`src/rtl/tt_sel_pkg.sv`:
```
// Shared definitions for the mux select-bus decoder.
//   sel_state_e   : decoder FSM states
//   AddrWDefault  : default address counter width
//   GuardW        : width of the post-match quiet-interval counter
package tt_sel_pkg;

  typedef enum logic [1:0] {
    StIdle,
    StCount,
    StSettle,
    StActive
  } sel_state_e;

  localparam int unsigned AddrWDefault = 10;
  localparam int unsigned GuardW       = 4;

endpackage

```
`src/rtl/tt_sel_sync.sv`:
```
// Two-flop synchronizer for asynchronous control levels, reset to 0.
// Ports:
//   clk    : destination clock
//   rst_n  : asynchronous active-low reset
//   d_i    : asynchronous input bits
//   q_o    : synchronized bits, two clk edges behind d_i
module tt_sel_sync #(
  parameter int unsigned Width = 1
) (
  input  logic             clk,
  input  logic             rst_n,
  input  logic [Width-1:0] d_i,
  output logic [Width-1:0] q_o
);

  logic [Width-1:0] meta_q;
  logic [Width-1:0] sync_q;

  always_ff @(posedge clk or negedge rst_n) begin
    if (!rst_n) begin
      meta_q <= '0;
      sync_q <= '0;
    end else begin
      meta_q <= d_i;
      sync_q <= meta_q;
    end
  end

  assign q_o = sync_q;

endmodule

```
`src/rtl/tt_sel_decoder.sv`:
```
// Receive-side decoder for the mux select bus. Counts increment pulses after a
// clear, compares the count with this unit's address, and after the bus has been
// quiet for GUARD_CYCLES cycles raises a registered enable to the user design.
//
// Build option: define TT_SEL_DECODER_SYNC_EN to pass sel_clr, sel_inc and
// ctrl_ena through 2-flop synchronizers (adds 2 cycles to every input-to-output
// latency). Without it the inputs must be synchronous to clk.
//
// Ports:
//   clk          : block clock
//   rst_n        : asynchronous active-low reset
//   sel_clr      : level, synchronous clear of the address counter
//   sel_inc      : increment strobe, each rising edge counts once
//   ctrl_ena     : global enable from the controller
//   ena_o        : registered enable to the selected design
//   sel_match_o  : registered (count == ADDR)
//   cnt_o        : current counter value
//   ovf_o        : sticky, increment seen while the counter was saturated
module tt_sel_decoder
  import tt_sel_pkg::*;
#(
  parameter int unsigned ADDR_W       = AddrWDefault,
  parameter int unsigned ADDR         = 0,
  parameter int unsigned GUARD_CYCLES = 4
) (
  input  logic              clk,
  input  logic              rst_n,
  input  logic              sel_clr,
  input  logic              sel_inc,
  input  logic              ctrl_ena,
  output logic              ena_o,
  output logic              sel_match_o,
  output logic [ADDR_W-1:0] cnt_o,
  output logic              ovf_o
);

  localparam logic [ADDR_W-1:0] CntMax    = '1;
  localparam logic [ADDR_W-1:0] AddrVal   = ADDR_W'(ADDR);
  localparam logic [GuardW-1:0] GuardLast = GuardW'(GUARD_CYCLES - 1);

  logic sel_clr_s;
  logic sel_inc_s;
  logic ctrl_ena_s;

`ifdef TT_SEL_DECODER_SYNC_EN
  logic [2:0] sync_out;

  tt_sel_sync #(
    .Width(3)
  ) u_sync (
    .clk  (clk),
    .rst_n(rst_n),
    .d_i  ({sel_clr, sel_inc, ctrl_ena}),
    .q_o  (sync_out)
  );

  assign {sel_clr_s, sel_inc_s, ctrl_ena_s} = sync_out;
`else
  assign sel_clr_s  = sel_clr;
  assign sel_inc_s  = sel_inc;
  assign ctrl_ena_s = ctrl_ena;
`endif

  sel_state_e        state_q, state_d;
  logic [ADDR_W-1:0] cnt_q, cnt_d;
  logic [GuardW-1:0] guard_q, guard_d;
  logic              inc_q;
  logic              ovf_q, ovf_d;
  logic              ena_q;
  logic              match_q;
  logic              inc_edge;
  logic              bus_busy;

  always_comb begin
    inc_edge = sel_inc_s & ~inc_q;
    // Any bus activity or loss of the global enable aborts the guard interval.
    bus_busy = inc_edge | sel_clr_s | ~ctrl_ena_s;
    state_d  = state_q;
    cnt_d    = cnt_q;
    guard_d  = guard_q;
    ovf_d    = ovf_q;

    // Clear beats a coincident increment; increments are ignored until the
    // first clear has taken the FSM out of idle.
    if (sel_clr_s) begin
      cnt_d   = '0;
      ovf_d   = 1'b0;
      guard_d = '0;
    end else if (inc_edge && (state_q != StIdle)) begin
      if (cnt_q == CntMax) begin
        ovf_d = 1'b1;
      end else begin
        cnt_d = cnt_q + 1'b1;
      end
    end

    unique case (state_q)
      StIdle: begin
        if (sel_clr_s) state_d = StCount;
      end
      StCount: begin
        if (!bus_busy && (cnt_q == AddrVal)) begin
          state_d = StSettle;
          guard_d = '0;
        end
      end
      StSettle: begin
        if (bus_busy) begin
          state_d = StCount;
        end else begin
          guard_d = guard_q + 1'b1;
          if (guard_q == GuardLast) state_d = StActive;
        end
      end
      StActive: begin
        if (bus_busy) state_d = StCount;
      end
      default: state_d = StIdle;
    endcase
  end

  always_ff @(posedge clk or negedge rst_n) begin
    if (!rst_n) begin
      state_q <= StIdle;
      cnt_q   <= '0;
      guard_q <= '0;
      inc_q   <= 1'b0;
      ovf_q   <= 1'b0;
      ena_q   <= 1'b0;
      match_q <= 1'b0;
    end else begin
      state_q <= state_d;
      cnt_q   <= cnt_d;
      guard_q <= guard_d;
      inc_q   <= sel_inc_s;
      ovf_q   <= ovf_d;
      ena_q   <= (state_d == StActive);
      match_q <= (cnt_d == AddrVal);
    end
  end

  assign ena_o       = ena_q;
  assign sel_match_o = match_q;
  assign cnt_o       = cnt_q;
  assign ovf_o       = ovf_q;

endmodule

```
`config.mk`:
```
export PLATFORM = sky130hd
export DESIGN_NAME = tt_sel_decoder
export DESIGN_NICKNAME = d
export VERILOG_FILES = /design/src/rtl/tt_sel_pkg.sv /design/src/rtl/tt_sel_sync.sv /design/src/rtl/tt_sel_decoder.sv
export SDC_FILE = /design/constraint.sdc
export NUM_CORES = 1
export LEC_CHECK = 0
export CAP_MARGIN = 10
export CORE_UTILIZATION = 55
export DETAILED_ROUTE_END_ITERATION = 10
export GPL_ROUTABILITY_DRIVEN = 0
export PLACE_DENSITY = 0.78
export SLEW_MARGIN = 10
export SYNTH_ARGS = -nofsm -noshare
export SYNTH_HDL_FRONTEND = slang
export SYNTH_HIERARCHICAL = 1
export SYNTH_SLANG_ARGS = --single-unit
export TNS_END_PERCENT = 10
```
`constraint.sdc`:
```
create_clock -name clk -period 4.8 [get_ports clk]
set_input_delay 0.96 -clock clk [delete_from_list [all_inputs] [get_ports clk]]
set_output_delay 0.96 -clock clk [all_outputs]
set_load 0.05 [all_outputs]
```
# Yosys cells after proc, flatten, opt, wreduce, memory -nomap -nowiden
# Index checks and enable logic that the tools add are counted.
# Widths: inputs -> output; s select.
# op_classes
add_sub_neg	2
multipliers	0
n_div	0
order_cmp	0
eq_ne	6
n_shift	0
n_mux	16
n_bitwise	5
reduce_logical	10
# op_table
operator	n
$mux 10	3
$logic_not 10->1	2
$mux 4	3
$add 10x1->10 const B	1
$eq 10x10->1 const B	1
$mux 2	5
$pmux 2 s4	1
$pmux 4 s2	1
$eq 2x2->1 const B	3
$reduce_bool 2->1	3
$add 4x1->4 const B	1
$eq 4x2->1 const B	1
$mux 1	3
$eq 2x1->1 const B	1
$logic_and 1x1->1	2
$logic_not 2->1	1
$not 1->1	2
$or 1x1->1	2
$reduce_and 2->1	1
$and 1x1->1	1
$logic_not 1->1	1
# totals
reg_bits	20
latch_bits	0
ram_bits	0
mem_bits_ro	0
inputBits	5
output_inout_bits	13
elab_cells	46
n_memories	0

# Logic depth before layout (Yosys ltp)
# Gate-level depths: netlist (run 1).
# depth
word_depth	9
ltp_mapped	8
mapped_depth_nobuf	7

# Worst setup path before layout (run 1)
# OpenSTA, ideal clock, no wires.
# synth_path
path_type	input -> register
start	input port sel_inc
end	register match_q, in the netlist sel_match_o
setup_ps	96
t_arrival_ps	2219
required_ps	4704
slack_ps	2486
cell_stages	6
path_buffers	1
path_cell_list	or3b_1 > buf_6 > nor4_2 > mux2i_1 > nor2_1 > nor4_2
# synth_via
elab_chain_len	5
# synth_rtl
item	line_no	text
from (decl)	tt_sel_decoder.sv:29	input logic sel_inc,
$and 1x1->1	tt_sel_decoder.sv:75	inc_edge = sel_inc_s & ~inc_q;
$logic_and 1x1->1	tt_sel_decoder.sv:89	end else if (inc_edge && (state_q != StIdle)) begin
$mux 10	tt_sel_decoder.sv:89	
$mux 10	tt_sel_decoder.sv:85	if (sel_clr_s) begin
via cnt_d[9]	tt_sel_decoder.sv:65	logic [ADDR_W-1:0] cnt_q, cnt_d;
$logic_not 10->1	tt_sel_decoder.sv:138	match_q <= (cnt_d == AddrVal);
to (signal assigned)	tt_sel_decoder.sv:138	
to (decl)	tt_sel_decoder.sv:70	logic match_q;
# The timed path passes the listed nets, and every way through them passes these cells.
# A chain may end at the register's enable or synchronous reset.

# Final worst setup path (run 1)
# Ends and elaborated chain as after synthesis.

==> key figures, run 1 <==
Status
  – Status: finished, final reports clean

Final layout
  – # diodes: 0
  – Commonest non-fill, non-tap cell in the layout: dfrtp_1
  – Layout cells sized above 1: 9.03%
  – Area Overhead vs Synth: 14.5%
  – Fin area: about 0.0015 mm^2
  – NumNets Final: 169
  – Commonest non-fill, non-tap cells in the layout: 20 x dfrtp_1, 17 x clkdlybuf4s50_1, 10 x inv_1, 10 x nor2_1, 9 x o21ai_0

Clock tree
  – H-Tree Depth: 1
  – Post-CTS Setup Inserts: 0
  – CTS tree: built
  – # clock sinks: 20
  – Post-CTS Hold Fix Bufs: 0
  – Clock transition at path regs: 0.11 ns
  – Num CTS Buffers: 3
  – Clock Path Buffers: 2
  – Post-CTS Resized: 0
  – Clock root buffer: clkbuf_4
  – Clock Latency Late Sink: about 0.29 ns

Worst setup path
  – Buffers & Inverters on Critical Path: 1
  – CP endpoint kind: flip-flop
  – Worst path cell trace: clkdlybuf4s50_1 > or3b_1 > nor4_2 > mux2i_1 > nor2_1 > nor4_2
  – Most used cell, CP: nor4_2
  – CP delay by family, top: simple AND/OR/NAND/NOR gates
  – Delay of the slowest critical-path stage: approximately 0.52 ns
  – Startpoint types: primary input
  – Crit Path Class: in2reg
  – Worst EP required: 5.01 ns
  – Crit path max fanout: 8
  – CP max-delay cell: clkdlybuf4s50_1
  – WP data arrival: 2.89 ns

Synthesis
  – #FFs+latches synth: 20
  – Netlist cell types: 43
  – Synth warn: 6
  – Async SR Flop Fraction: 100%
  – Synth Net Count: 153
  – Post-Syn Instances: roughly 140
  – Post-Synthesis Mean Instance Area: 9.42 um^2
  – Top FF cell, synth: dfrtp_1
  – Cell taking the most area after synthesis: dfrtp_1
  – Number of synthesized flops with an enable pin: 0
  – Dominant cells by area after synthesis: dfrtp_1 38%, ha_1 6.6%, mux2i_1 3.8%
  – Seq/Total Area, Yosys: roughly 38%
  – Cell Area, Synth: between 0.001 and 0.0015 mm^2
  – Yosys top cell area share: between 30% and 40%

GRT
  – Initial antenna violation count: 0
  – Largest net degree at the start of global routing: 23
  – First-pass GRT wire length: 4760 um
  – Vias in the first global route: 1091
  – Gr ovfl total: 0
  – Gr usage total: 24.7%

Drt
  – WL met3: 90 um
  – Starting DRT DRC Count: 28
  – Routed WL: 2810 um
  – Vias per cell: 6.16
  – DR vias: about 1100
  – Wire per inst: 15.3 um
  – First-pass DRT Iterations: 4
  – DR WL met2: 1470 um
  – Highest metal used: met4
  – Final ANT Viol Nets: 0
  – DRC: 0
  – Post-route met1 wirelength: approximately 1200 um

Timing
  – Hold Fails Final Rpt: 0
  – Final max-slew violation count: 0
  – RSZ-0062 raised after global routing: no
  – Fmax: ~370 MHz
  – Clock skew: 0.00245 ns
  – Slew of the pin with the lowest slew margin: slightly above 0.9 ns
  – Setup violations, final: 0
  – Hold Slack: 0.523 ns
  – Minimum clock period: roughly 2.7 ns
  – Setup TNS: 0 ns
  – Period utilisation layout: 55.7%
  – Rel. slew slack: around two fifths

Floorplan
  – # IOs: 18
  – Core area: approximately 0.0022 mm^2
  – Die height: between 50 and 60 um
  – Die span in x: 51.1 um
  – # rows: 17
  – Initial Util: 59.4%
  – Die Area: 0.00261 mm^2

Power and ir drop
  – Leakage: a little under 0.0006 uW
  – Power Dens Cells: 325 mW/mm^2
  – Maximum vdd drop: about 0.32 mV

Min path
  – Worst hold path type: reg2reg

Flow run
  – Max_cap viols: 0

Placement
  – IO buf count: 17
  – Placement Cell Area: between 0.001 and 0.0015 mm^2
  – Post-DP HPWL: 2080 um
## per-layer routing
layer  track usage (%)  up-vias
met5                 0        -
met1              28.8      548
met2              43.6       31
met3              3.27        6
li1                  -      542
met4              13.0        0
## area by class of cell
cell class	count	area, um^2
multi-input combinational	105	754
sequential	20	500
timing repair buffer	17	170
inverter	10	37.5
clock buffer	3	22.5
fill	189	713
tap	28	35.0
## path summary, 6_finish.rpt
kind	endpoint	slack [ns]	from	cells past startpoint
setup / recovery	sel_match_o	2.13	sel_inc	6
hold / removal	ovf_o	0.52	ovf_o	2
setup reg to reg	sel_match_o	2.45	state_q[0]	7
hold reg to reg	ovf_o	0.52	ovf_o	2
max in group asynchronous	sel_match_o	3.08	rst_n	1
min in group asynchronous	guard_q[1]	1.16	rst_n	1
## stage by stage
| step | cells | worst slack [ns] | power [uW] | utilization [%] |
|---|---|---|---|---|
| 3_5_place_dp | 180 | 1.82 | 414 | 67.1 |
| 3_3_place_gp | 180 | 1.86 | 408 | 67.1 |
| 4_1_cts | 183 | 2.13 | 494 | 68.1 |
| 5_1_grt | 183 | 2.02 | 527 | 68.1 |
| 2_1_floorplan | 141 | 2.49 | 360 | - |
| 6_report | 183 | 2.13 | 493 | 68.1 |
## logic make-up after synthesis
logic type / synth area share, %
compound gates: 16.1
xor+xnor: 3.30
fa+ha+maj: 6.60
buf+inv: 5.47
flops: 37.7
mux: 3.77
simple gates: 27.1
## sequential cells by signal, indices dropped and copies added, names as in the netlist
| register | cells |
|---|---|
| ena_o | 1 |
| sel_match_o | 1 |
| cnt_o | 10 |
| inc_q | 1 |
| ovf_o | 1 |
| state_q | 2 |
| guard_q | 4 |
## tightest hold or removal path, stage by stage, from the launching register on
cell     delay (ns)
dfrtp_1        0.39
inv_1          0.05
a21oi_1        0.05
## cell usage after synthesis, types with 2 or more instances
cell,number
dfrtp_1,20
inv_1,10
nor2_1,10
o21ai_0,9
ha_1,7
nand2_1,7
a21oi_1,6
nor3_1,6
mux2i_1,5
a31oi_1,4
nand3_1,4
nand4_1,4
xnor2_1,4
nand2b_1,3
nor4_2,3
or3_1,3
and2_1,2
and3_1,2
buf_2,2
clkbuf_2,2
nor3b_1,2
nor4b_1,2
o2111a_1,2
o21a_1,2
o31ai_1,2
## power by group
part	internal, uW	switching (uW)	total (uW)	leakage, uW
logic	76.4	132	209	0.000307
clock network	29.2	51.1	80.3	0.0000138
registers	186	18.9	204	0.000269
total	291	202	493	0.000590
Note: power is estimated with default switching activity, not from simulation.
==> inputs of run 2 (changes only) <==
--- a/config.mk
+++ b/config.mk
@@ -6,10 +6,10 @@
 export NUM_CORES = 1
 export LEC_CHECK = 0
 export CAP_MARGIN = 10
-export CORE_UTILIZATION = 55
+export CORE_UTILIZATION = 49
 export DETAILED_ROUTE_END_ITERATION = 10
 export GPL_ROUTABILITY_DRIVEN = 0
-export PLACE_DENSITY = 0.78
+export PLACE_DENSITY = 0.73
 export SLEW_MARGIN = 10
 export SYNTH_ARGS = -nofsm -noshare
 export SYNTH_HDL_FRONTEND = slang
==> constraint.sdc (replaced) <==
create_clock -name clk -period 2.1 [get_ports clk]
set_input_delay 0.42 -clock clk [delete_from_list [all_inputs] [get_ports clk]]
set_output_delay 0.42 -clock clk [all_outputs]
set_load 0.05 [all_outputs]
==> run 2 against run 1 <==
Effect of this change: hold slack worse by 0.097 ns; critical path depth is 5 lower; via count rose by 4.2%; combinational power grew to 2.8 times the previous value; global-route usage shrank 0.99 points; register-to-register slack worse by 2.4 ns; sequential power grew 120%; non-clock buffer count rose by 16; first-iteration DRC count rose by 14%; largest cell class unchanged.
==> key figures, run 2 (synthesis results as in run 1) <==
Status
  – Status: finished, final reports clean

GRT
  – Initial antenna violation count: 0
  – First-pass GRT wire length: 4950 um
  – Gr ovfl total: 0
  – Gr usage total: between 20% and 30%
  – Largest net degree at the start of global routing: 22
  – Vias in the first global route: 1058

Worst setup path
  – Buffers & Inverters on Critical Path: 1
  – R2R Path End: sel_match_o
  – Crit path max fanout: 6
  – Worst EP required: 1.68 ns
  – WP data arrival: 1.62 ns
  – Reg2reg start: state_q[0]
  – CP endpoint kind: output port
  – Delay of the slowest critical-path stage: 0.85 ns
  – Stages on worst setup path: 1
  – CP max-delay cell: clkdlybuf4s50_1
  – Worst Setup EP: cnt_o[5]
  – R2R Setup Slk: 0.09 ns
  – Worst path cell trace: clkdlybuf4s50_1
  – R2R depth: 7
  – Startpoint types: flip-flop
  – Crit Path Class: reg2out
  – Critical path startpoint: cnt_o[5]
  – CP delay by family, top: buffers and inverters

Placement
  – Placed insts: between 150 and 200
  – Dpl ws: -0.305 ns
  – Post-DP HPWL: 2230 um
  – IO buf count: 17

Final layout
  – Fin cells: between 200 and 250
  – # diodes: 0
  – Commonest non-fill, non-tap cell in the layout: dfrtp_1
  – Layout cells sized above 1: 22.1%
  – Max reg flops: 10
  – Fill cell count: 202
  – NumNets Final: 185
  – Area Overhead vs Synth: 29.3%
  – Commonest non-fill, non-tap cells in the layout: 17 x dfrtp_1, 16 x buf_4, 10 x inv_1, 10 x nor2_1, 10 x clkdlybuf4s50_1

Clock tree
  – Clock root buffer: clkbuf_4
  – CTS tree: built
  – Post-CTS Hold Fix Bufs: 0
  – Clock transition at path regs: 0.13 ns
  – Clock Path Buffers: 2
  – Clock Latency Late Sink: roughly 0.30 ns
  – Num CTS Buffers: 3
  – H-Tree Depth: 1
  – # clock sinks: 20

Timing
  – Setup violations, final: 0
  – Hold Fails Final Rpt: 0
  – Hold Slack: 0.426 ns
  – Minimum clock period: roughly 2.0 ns
  – Setup TNS: 0 ns
  – Rel. slew slack: 65.8%
  – Clock skew: 0.00458 ns
  – RSZ-0062 raised after global routing: yes
  – Slew of the pin with the lowest slew margin: 0.511 ns
  – Final worst setup slack: 0.0648 ns
  – Final max-slew violation count: 0
  – Period utilisation layout: 96.9%
  – Fmax: 491 MHz

Floorplan
  – # rows: 18
  – Core area: 0.00252 mm^2
  – Die height: 54.1 um
  – # IOs: 18
  – Die span in x: 54.1 um
  – Die Area: 0.00292 mm^2
  – Initial Util: 52.6%

Power and ir drop
  – Logic pwr share: 43.3%
  – Clk network pwr share: 23.6%
  – Switching share of power: 36.6%
  – Cell Int Power: 859 uW
  – Leakage: 0.000792 uW
  – Power Dens Cells: 790 mW/mm^2
  – Psw: 497 uW
  – Seq pwr share: 33.2%
  – Maximum vdd drop: ~0.63 mV

Drt
  – Vias per cell: around 5.8
  – DRC: 0
  – Routed WL: 3120 um
  – First-pass DRT Iterations: 4
  – DR vias: 1174
  – Wire per inst: ~15 um
  – Starting DRT DRC Count: 32
  – Final ANT Viol Nets: 0

Min path
  – Worst hold path type: in2async

Flow run
  – Max_cap viols: 0
run 2: area by class of cell:
class	instances	area, um^2	area share, %
Tap cell	30	37.5	2.19
Inverter	10	37.5	2.19
Multi-Input combinational cell	105	773	45.0
Sequential cell	20	504	29.4
Clock buffer	3	22.5	1.31
Clock inverter	1	30.0	1.75
Timing Repair Buffer	33	312	18.1
run 2: power by group through the flow:
stage / Sequential [uW] / Combinational, uW / Clock (uW)
final: 450 / 587 / 319
after CTS: 450 / 576 / 326
after detailed placement: 457 / 572 / 0
after global routing: 455 / 642 / 343
after floorplan: 529 / 303 / 0
after global placement: 456 / 556 / 0
run 2: through the flow:
step	total power (uW)	utilization [%]	area [um^2]
floorplan	832	-	1330
global placement	1010	64.5	1630
detailed placement	1030	64.5	1630
CTS	1350	66.8	1680
global route	1440	68.1	1720
finish	1360	68.1	1720
run 2: what timing repair did:
action,4_1_cts,5_1_grt
endpoints found under the hold margin,0,0
gates resized for setup,2,8
setup buffers,0,1
endpoints found under the setup margin,2,9
run 2: worst register-to-register path: stages (launching register included):
cell	delay (ns)
dfrtp_1	0.38
inv_1	0.07
ha_2	0.18
or3b_4	0.42
nor3_2	0.21
mux2i_1	0.28
a31oi_1	0.16
nor4_2	0.23
run 2: metal layers:
metal	wire [um]	up-vias	GRT usage (%)
met2	1470	29	37.4
met4	19	0	7.26
met1	1540	565	33.4
li1	-	576	-
met5	0	-	0
met3	92	4	3.11
run 2: how the worst min path moves through the flow:
stage	start	endpoint	slack, ns	cells past startpoint
global route	rst_n	cnt_o[4]	0.46	1
global placement	ovf_o	ovf_o	0.50	2
finish	rst_n	cnt_o[4]	0.43	1
floorplan	rst_n	cnt_o[0]	0.12	0
CTS	rst_n	cnt_o[4]	0.44	1
detailed placement	ovf_o	ovf_o	0.51	2
